$ cat src/rtl/input_mat_load_ctrl_if.sv
// ---------------------------------------------------------------------------
// input_mat_load_ctrl_if
//   Bundles the handshake toward the top controller, the input-RAM read port
//   and the input-matrix bank controls driven by input_mat_load_ctrl.
//
//   Signals:
//     start            controller -> loader, one-cycle load request
//     base_addr        controller -> loader, first RAM address of the matrix
//     hold             controller -> loader, stall request
//     ram_rd_en        loader -> RAM, read strobe
//     ram_addr         loader -> RAM, read address
//     enable           loader -> bank, shift/write enable
//     bank_select_line loader -> bank, row index 0..7
//     select_line      loader -> bank, half-row index {2'b00, half}
//     busy             loader -> controller, load in progress
//     done             loader -> controller, one-cycle completion pulse
//
//   Modports:
//     master  the controller side (drives start/base_addr/hold)
//     slave   the loader itself
// ---------------------------------------------------------------------------
interface input_mat_load_ctrl_if #(
  parameter int ADDR_WIDTH = 8,
  parameter int SELECT     = 3
);

  logic                  start;
  logic [ADDR_WIDTH-1:0] base_addr;
  logic                  hold;
  logic                  ram_rd_en;
  logic [ADDR_WIDTH-1:0] ram_addr;
  logic                  enable;
  logic [SELECT-1:0]     bank_select_line;
  logic [SELECT-1:0]     select_line;
  logic                  busy;
  logic                  done;

  modport master (
    output start,
    output base_addr,
    output hold,
    input  ram_rd_en,
    input  ram_addr,
    input  enable,
    input  bank_select_line,
    input  select_line,
    input  busy,
    input  done
  );

  modport slave (
    input  start,
    input  base_addr,
    input  hold,
    output ram_rd_en,
    output ram_addr,
    output enable,
    output bank_select_line,
    output select_line,
    output busy,
    output done
  );

endinterface

$ cat src/rtl/input_mat_load_ctrl.sv
// ---------------------------------------------------------------------------
// input_mat_load_ctrl
//   Fills the 8x8 input-matrix register bank from on-chip RAM ahead of a
//   systolic pass. Each RAM word carries 4 elements, so a matrix is NUM_READS
//   reads (8 rows x 2 halves). After the last read, enable stays high for
//   DRAIN_CYCLES more cycles so the bank's internal select delay pipe, which
//   absorbs RAM read latency, can flush the final words into place.
//
//   Ports:
//     clk    single rising-edge clock
//     reset  synchronous, active-high reset
//     bus    input_mat_load_ctrl_if.slave
//              start/base_addr/hold in, ram_rd_en/ram_addr/enable/
//              bank_select_line/select_line/busy/done out
//
//   All outputs are registered; an input sampled on edge n shows up on the
//   outputs in the cycle following that edge.
// ---------------------------------------------------------------------------
module input_mat_load_ctrl #(
  parameter int ADDR_WIDTH   = 8,
  parameter int SELECT       = 3,
  parameter int NUM_READS    = 16,
  parameter int DRAIN_CYCLES = 3
) (
  input logic                 clk,
  input logic                 reset,
  input_mat_load_ctrl_if.slave bus
);

  localparam int KW = (NUM_READS > 1) ? $clog2(NUM_READS) : 1;
  localparam int DW = (DRAIN_CYCLES > 1) ? $clog2(DRAIN_CYCLES) : 1;

  typedef enum logic [1:0] {
    IDLE  = 2'd0,
    LOAD  = 2'd1,
    DRAIN = 2'd2,
    DONE  = 2'd3
  } state_t;

  state_t                state_q;
  logic [ADDR_WIDTH-1:0] base_q;
  logic [KW-1:0]         k_q;
  logic [DW-1:0]         drain_q;

  logic                  ramRdEn_q;
  logic [ADDR_WIDTH-1:0] ramAddr_q;
  logic                  enable_q;
  logic [SELECT-1:0]     bankSel_q;
  logic [SELECT-1:0]     halfSel_q;
  logic                  busy_q;
  logic                  done_q;

  // Index of the read that will be presented next; k_q always names the read
  // currently on the outputs, so a hold simply leaves k_q alone.
  logic [KW-1:0] k_d;
  assign k_d = k_q + KW'(1);

  always_ff @(posedge clk) begin
    if (reset) begin
      state_q   <= IDLE;
      base_q    <= '0;
      k_q       <= '0;
      drain_q   <= '0;
      ramRdEn_q <= 1'b0;
      ramAddr_q <= '0;
      enable_q  <= 1'b0;
      bankSel_q <= '0;
      halfSel_q <= '0;
      busy_q    <= 1'b0;
      done_q    <= 1'b0;
    end else begin
      case (state_q)
        IDLE: begin
          ramRdEn_q <= 1'b0;
          enable_q  <= 1'b0;
          done_q    <= 1'b0;
          if (bus.start) begin
            // The first read goes out in the very next cycle, so its address
            // comes straight from the port rather than from base_q.
            state_q   <= LOAD;
            base_q    <= bus.base_addr;
            k_q       <= '0;
            drain_q   <= '0;
            busy_q    <= 1'b1;
            ramRdEn_q <= 1'b1;
            enable_q  <= 1'b1;
            ramAddr_q <= bus.base_addr;
            bankSel_q <= '0;
            halfSel_q <= '0;
          end
        end

        LOAD: begin
          if (bus.hold) begin
            ramRdEn_q <= 1'b0;
            enable_q  <= 1'b0;
          end else if (k_q == KW'(NUM_READS - 1)) begin
            // Address and selects keep the last read's values during drain.
            state_q   <= DRAIN;
            ramRdEn_q <= 1'b0;
            enable_q  <= 1'b1;
          end else begin
            k_q       <= k_d;
            ramRdEn_q <= 1'b1;
            enable_q  <= 1'b1;
            ramAddr_q <= base_q + ADDR_WIDTH'(k_d);
            bankSel_q <= SELECT'(k_d >> 1);
            halfSel_q <= SELECT'(k_d[0]);
          end
        end

        DRAIN: begin
          if (bus.hold) begin
            enable_q <= 1'b0;
          end else if (drain_q == DW'(DRAIN_CYCLES - 1)) begin
            state_q  <= DONE;
            enable_q <= 1'b0;
            busy_q   <= 1'b0;
            done_q   <= 1'b1;
          end else begin
            drain_q  <= drain_q + DW'(1);
            enable_q <= 1'b1;
          end
        end

        DONE: begin
          state_q <= IDLE;
          done_q  <= 1'b0;
        end

        default: begin
          state_q <= IDLE;
        end
      endcase
    end
  end

  assign bus.ram_rd_en        = ramRdEn_q;
  assign bus.ram_addr         = ramAddr_q;
  assign bus.enable           = enable_q;
  assign bus.bank_select_line = bankSel_q;
  assign bus.select_line      = halfSel_q;
  assign bus.busy             = busy_q;
  assign bus.done             = done_q;

endmodule

$ cat src/flat_wrapper.sv
// flat-port wrapper written by rule: the top's interface ports become plain ports
module input_mat_load_ctrl_flat 
#(
  parameter int ADDR_WIDTH   = 8,
  parameter int SELECT       = 3,
  parameter int NUM_READS    = 16,
  parameter int DRAIN_CYCLES = 3
)
  (clk, reset, bus_start, bus_base_addr, bus_hold, bus_ram_rd_en, bus_ram_addr, bus_enable, bus_bank_select_line, bus_select_line, bus_busy, bus_done);
  input_mat_load_ctrl_if #(.ADDR_WIDTH(ADDR_WIDTH), .SELECT(SELECT)) bus_i ();
  input logic clk;
  input logic reset;
  input wire logic [$bits(bus_i.start)-1:0] bus_start;
  input wire logic [$bits(bus_i.base_addr)-1:0] bus_base_addr;
  input wire logic [$bits(bus_i.hold)-1:0] bus_hold;
  output wire logic [$bits(bus_i.ram_rd_en)-1:0] bus_ram_rd_en;
  output wire logic [$bits(bus_i.ram_addr)-1:0] bus_ram_addr;
  output wire logic [$bits(bus_i.enable)-1:0] bus_enable;
  output wire logic [$bits(bus_i.bank_select_line)-1:0] bus_bank_select_line;
  output wire logic [$bits(bus_i.select_line)-1:0] bus_select_line;
  output wire logic [$bits(bus_i.busy)-1:0] bus_busy;
  output wire logic [$bits(bus_i.done)-1:0] bus_done;
  assign bus_i.start = bus_start;
  assign bus_i.base_addr = bus_base_addr;
  assign bus_i.hold = bus_hold;
  assign bus_ram_rd_en = bus_i.ram_rd_en;
  assign bus_ram_addr = bus_i.ram_addr;
  assign bus_enable = bus_i.enable;
  assign bus_bank_select_line = bus_i.bank_select_line;
  assign bus_select_line = bus_i.select_line;
  assign bus_busy = bus_i.busy;
  assign bus_done = bus_i.done;
  input_mat_load_ctrl #(.ADDR_WIDTH(ADDR_WIDTH), .SELECT(SELECT), .NUM_READS(NUM_READS), .DRAIN_CYCLES(DRAIN_CYCLES)) u_core (.clk(clk), .reset(reset), .bus(bus_i));
endmodule
$ cat config.mk
export PLATFORM = sky130hd
export DESIGN_NAME = input_mat_load_ctrl_flat
export DESIGN_NICKNAME = d
export VERILOG_FILES = /design/src/rtl/input_mat_load_ctrl_if.sv /design/src/rtl/input_mat_load_ctrl.sv /design/src/flat_wrapper.sv
export SDC_FILE = /design/constraint.sdc
export NUM_CORES = 1
export LEC_CHECK = 0
export CORE_ASPECT_RATIO = 1.1
export CORE_MARGIN = 8
export CORE_UTILIZATION = 45
export CTS_CLUSTER_SIZE = 30
export DETAILED_ROUTE_END_ITERATION = 10
export GPL_ROUTABILITY_DRIVEN = 0
export HOLD_SLACK_MARGIN = 0.12
export PLACE_DENSITY = 0.7
export SYNTH_ARGS = -nofsm -noshare
export SYNTH_HDL_FRONTEND = slang
export SYNTH_SLANG_ARGS = --single-unit
$ cat constraint.sdc
create_clock -name clk -period 4.47 [get_ports clk]
set_clock_uncertainty 0.2 [all_clocks]
set_input_delay 1.341 -clock clk [delete_from_list [all_inputs] [get_ports clk]]
set_output_delay 1.341 -clock clk [all_outputs]
set_load 0.05 [all_outputs]
Word-level counts from Yosys, hierarchy flattened
Index checks and enable logic that the tools add are counted.
- add/subtract/negate cells: 3
- equality and inequality tests: 12
- muxes and demuxes: 40
- reduce and logical (&&, ||, !) cells: 12
- operators with widths (kind ; number):
    $mux 8 ; 3
    $mux 2 ; 8
    $pmux 8 s2 ; 1
    $mux 3 ; 5
    $mux 4 ; 3
    $pmux 3 s2 ; 2
    $reduce_and 4->1 ; 3
    $mux 1 ; 11
    $ne 2x2->1 const B ; 5
    $add 8x4->8 ; 1
    $pmux 2 s4 ; 1
    $pmux 4 s2 ; 1
    $eq 2x2->1 const B ; 3
    $pmux 1 s2 ; 3
    $reduce_bool 2->1 ; 3
    $reduce_and 5->1 ; 1
    $add 4x1->4 const B ; 1
    $eq 4x4->1 const B ; 1
    $ne 2x1->1 const B ; 2
    $pmux 2 s2 ; 1
    $pmux 1 s3 ; 1
    $reduce_and 3->1 ; 1
    $reduce_bool 3->1 ; 1
    $add 2x1->2 const B ; 1
    4 further kinds ; 4
- register bits: 34
- bits of input ports: 12
- output and inout port bits: 18
- word-level logic and storage cells: 78

Longest topological paths before layout
- depth after elaboration: 5
- gate-level depth with buffers: 7
- mapped depth without buffers: 7

Worst setup path after synthesis
Ideal clock, no wire load.
- kind: register to register
- from: register, netlist name u_core.bus.select_line[0]
- to: register u_core.ramAddr_q[6], in the netlist u_core.bus.ram_addr[6]
- library setup time: 0.096 ns
- data arrival time: 2.257 ns
- data required time: 4.174 ns
- slack: 1.917 ns
- cell stages (with the launch flop): 8
- path buffers: 0
- period minus slack after synthesis: 2.553 ns
- path through: dfxtp_1 -> ha_1 -> xor2_1 -> ha_1 -> a211oi_1 -> or3_1 -> a31o_1 -> o41ai_2
- RTL lines (what ; line ; source):
    to (signal assigned) ; input_mat_load_ctrl.sv:87 ; ramAddr_q <= bus.base_addr;
    to (signal assigned) ; input_mat_load_ctrl.sv:106 ; ramAddr_q <= base_q + ADDR_WIDTH'(k_d);
    to (decl) ; input_mat_load_ctrl.sv:46 ; logic [ADDR_WIDTH-1:0] ramAddr_q;

==> flow_summary_export.csv <==
group,metric,value,unit
power_and_ir_drop,leakage,0.000742,µW
grt,grt_pass1_vias,1518,
routing,drt_first_pass_iters,4,
placement,placedCellCount,269,
synthesis,synth_cell_types,41,
synthesis,synth_warnings,0,
routing,routedWlPerCell,15.0,µm
placement,port_buffers,27,
worst_setup_path,cp_max_fo,7,
sta,timing.fmax,319,MHz
synthesis,synth_top_area_share,33.6,%
grt,grt_first_pass_wirelength,6820,µm
synthesis,netlist_area,0.00167,mm²
floorplan,pin_count,30,
routing,first_iter_violations,93,
clocking,cts_buffers,3,
clocking,clk_latency,0.28,ns
sta,hold_viol,0,
clocking,htreeDepth,1,
worst_setup_path,cp_num_buf_inv,1,
clocking,ctsHoldBuffers,0,
worst_hold_path,holdCritPathClass,"reg -> reg",
sta,tightest_slew,0.769,ns
layout,register_area,561,µm²
grt,grt_usage,14.0,%
power_and_ir_drop,cellPowerDensity,638,mW/mm²
grt,antenna_found_initial,0,
placement,hpwl,2970,µm
clocking,clkSinkCount,28,
worst_setup_path,crit_path_start_kind,"flip-flop",
synthesis,synthFlopType,"dfxtp_1",
sta,max_slew_margin,48.7,%
power_and_ir_drop,p_comb_share,56.1,%
routing,totalWireLength,4080,µm
clocking,post_cts_resized,0,
synthesis,synthCells,201,
floorplan,rows,23,
layout,multi_input_area,0.00102,mm²
worst_setup_path,worstPathRequired,2.93,ns
synthesis,avgSynthCellArea,8.29,µm²
power_and_ir_drop,clkPwrFrac,15.9,%
synthesis,synth_top_cell_by_area,"dfxtp_1",
sta,setup_tns,0,ns
worst_setup_path,crit_family,"buffers and inverters",
clocking,cts_root_buffer,"clkbuf_8",
power_and_ir_drop,ir_drop,0.342,mV
routing,vias_per_cell,5.53,
synthesis,async_flop_share,0,%
worst_setup_path,end_kind,"output pin",
worst_setup_path,cp_slowest_cell,"clkdlybuf4s50_1",
grt,grt-ovfl-total,0,
synthesis,synth_area_leaders,"dfxtp_1 34%, a21oi_1 7.5%, ha_1 7.5%, nand3_1 5.1%, o21ai_0 4.8%",
worst_setup_path,crit_type,"reg -> out",
layout,num_antenna_cells,0,
floorplan,die_area,0.00591,mm²
worst_setup_path,path_cells,"clkdlybuf4s50_1",
job,cap_violations,0,
layout,fin_cells,273,
clocking,cts_buffer_depth,2,
sta,setup_viol,0,
outcome,status,"completed",
power_and_ir_drop,power,1300,µW
synthesis,ys_seq_area_share,33.6,%
synthesis,ys_ff_latch,28,
layout,nets,247,
sta,layout_min_cycle_time,3.13,ns
layout,area_delta_synth_final,22.1,%
clocking,tritoncts,"built",
grt,grt_start_max_net_pins,20,
clocking,cts_setup_buffers,0,
layout,drive_gt1_share,6.28,%
floorplan,start_util,46.3,%
floorplan,core,0.00360,mm²
layout,fill_cells,341,
floorplan,die_w,74.0,µm
worst_setup_path,r2r_setup_slack,2.08,ns
power_and_ir_drop,p_sw,596,µW
sta,rsz0062_at_grt,"false",
clocking,path_clk_slew,0.11,ns
floorplan,die_y,79.8,µm
routing,vias,1510,
routing,drc,0,
power_and_ir_drop,p_seq_share,28.0,%
routing,ant_nets,0,
worst_setup_path,arrival,1.59,ns
power_and_ir_drop,sw_frac_of_total,45.9,%
sta,drv_slew,0,
sta,fin_crit_sh,70.0,%
power_and_ir_drop,p_int,702,µW
synthesis,synth_edf_count,0,
worst_setup_path,crit_path_max_incr_delay,0.85,ns
## Yosys cell counts (all sizes together) (2+ instances only)
cell and n:
a211oi 3, a21o 3, a21oi 25, a311oi 4, a31oi 2, and3 3, buf 6, clkbuf 7
dfxtp 28, ha 10, inv 7, mux2i 5, nand2 18, nand2b 4, nand3 17, nor2 5
nor2b 9, nor3 2, nor3b 2, o211ai 4, o21ai 16, o41ai 3, or3 2, xnor2 3
xor2 2
## area by class of cell
| type | instances | area share, % |
|---|---|---|
| flip-flops and latches | 28 | 27.6 |
| multi-input cells | 154 | 50.2 |
| inverters | 7 | 1.29 |
| well taps | 50 | 3.08 |
| repair buffers | 30 | 14.4 |
| clock inverters | 1 | 1.48 |
| clock buffers | 3 | 2.03 |
## cell usage in the layout (no fill, tap or decap), types with 3 or more instances in the layout
master / n
clkdlybuf4s50_1: 27
o21ai_0: 16
o211ai_1: 4
mux2i_1: 5
dfxtp_1: 28
xnor2_1: 3
and3_1: 3
ha_1: 10
nor2b_1: 9
a211oi_1: 3
nand2b_1: 4
a21oi_1: 25
nand2_1: 18
inv_1: 7
buf_4: 3
nand3_1: 17
a311oi_1: 4
clkbuf_8: 3
nor2_1: 5
## flip-flops by register name, indices dropped and copies added (netlist names)
signal	cells
u_core.base_q	8
u_core.bus.enable	1
u_core.bus.ram_rd_en	1
u_core.state_q	2
u_core.bus.select_line	1
u_core.k_q	2
u_core.drain_q	2
u_core.bus.ram_addr	8
u_core.bus.done	1
u_core.bus.busy	1
u_core.bus.bank_select_line	1
## path summary, 6_finish.rpt
path | startpoint | endpoint | cells past startpoint
worst max-delay path | u_core.k_q[2] | bus_bank_select_line[1] | 1
worst min-delay path | u_core.base_q[2] | u_core.base_q[2] | 2
worst min register to register | u_core.base_q[2] | u_core.base_q[2] | 2
worst max register to register | u_core.bus.select_line[0] | u_core.bus.ram_addr[6] | 7
## cells by family after synthesis
kind of cell    count (synthesis)  share of synthesized area [%]
compound gates                 66                           26.5
simple gates                   65                           20.0
flops                          28                           33.6
buf+inv                        20                           5.33
fa+ha+maj                      11                           8.71
xor+xnor                        5                           2.63
mux                             5                           3.00
other cells                     1                          0.225
## metal layers
| layer | global-route usage [%] | part of all wire (%) |
|---|---|---|
| met5 | 0 | 0 |
| met4 | 3.60 | 0.91 |
| met3 | 1.38 | 3.7 |
| met2 | 23.9 | 49 |
| met1 | 18.1 | 47 |
## power groups by stage
stage	registers, µW	clock network [µW]	logic, µW
6_report	364	206	728
5_1_grt	376	220	784
4_1_cts	364	208	731
3_5_place_dp	370	0	728
3_3_place_gp	369	0	725
2_1_floorplan	526	0	372
## metrics by stage
step           setup WS, ns  util (%)  cell area, µm²  hold slack (ns)
2_1_floorplan          1.92         -            1670            0.240
3_3_place_gp           1.17      54.6            1960            0.249
3_5_place_dp           1.12      54.6            1960            0.253
4_1_cts                1.33      56.6            2030            0.268
5_1_grt                1.28      56.6            2030            0.304
6_report               1.34      56.6            2030            0.270
No activity file was read; power rests on OpenSTA's default activity.
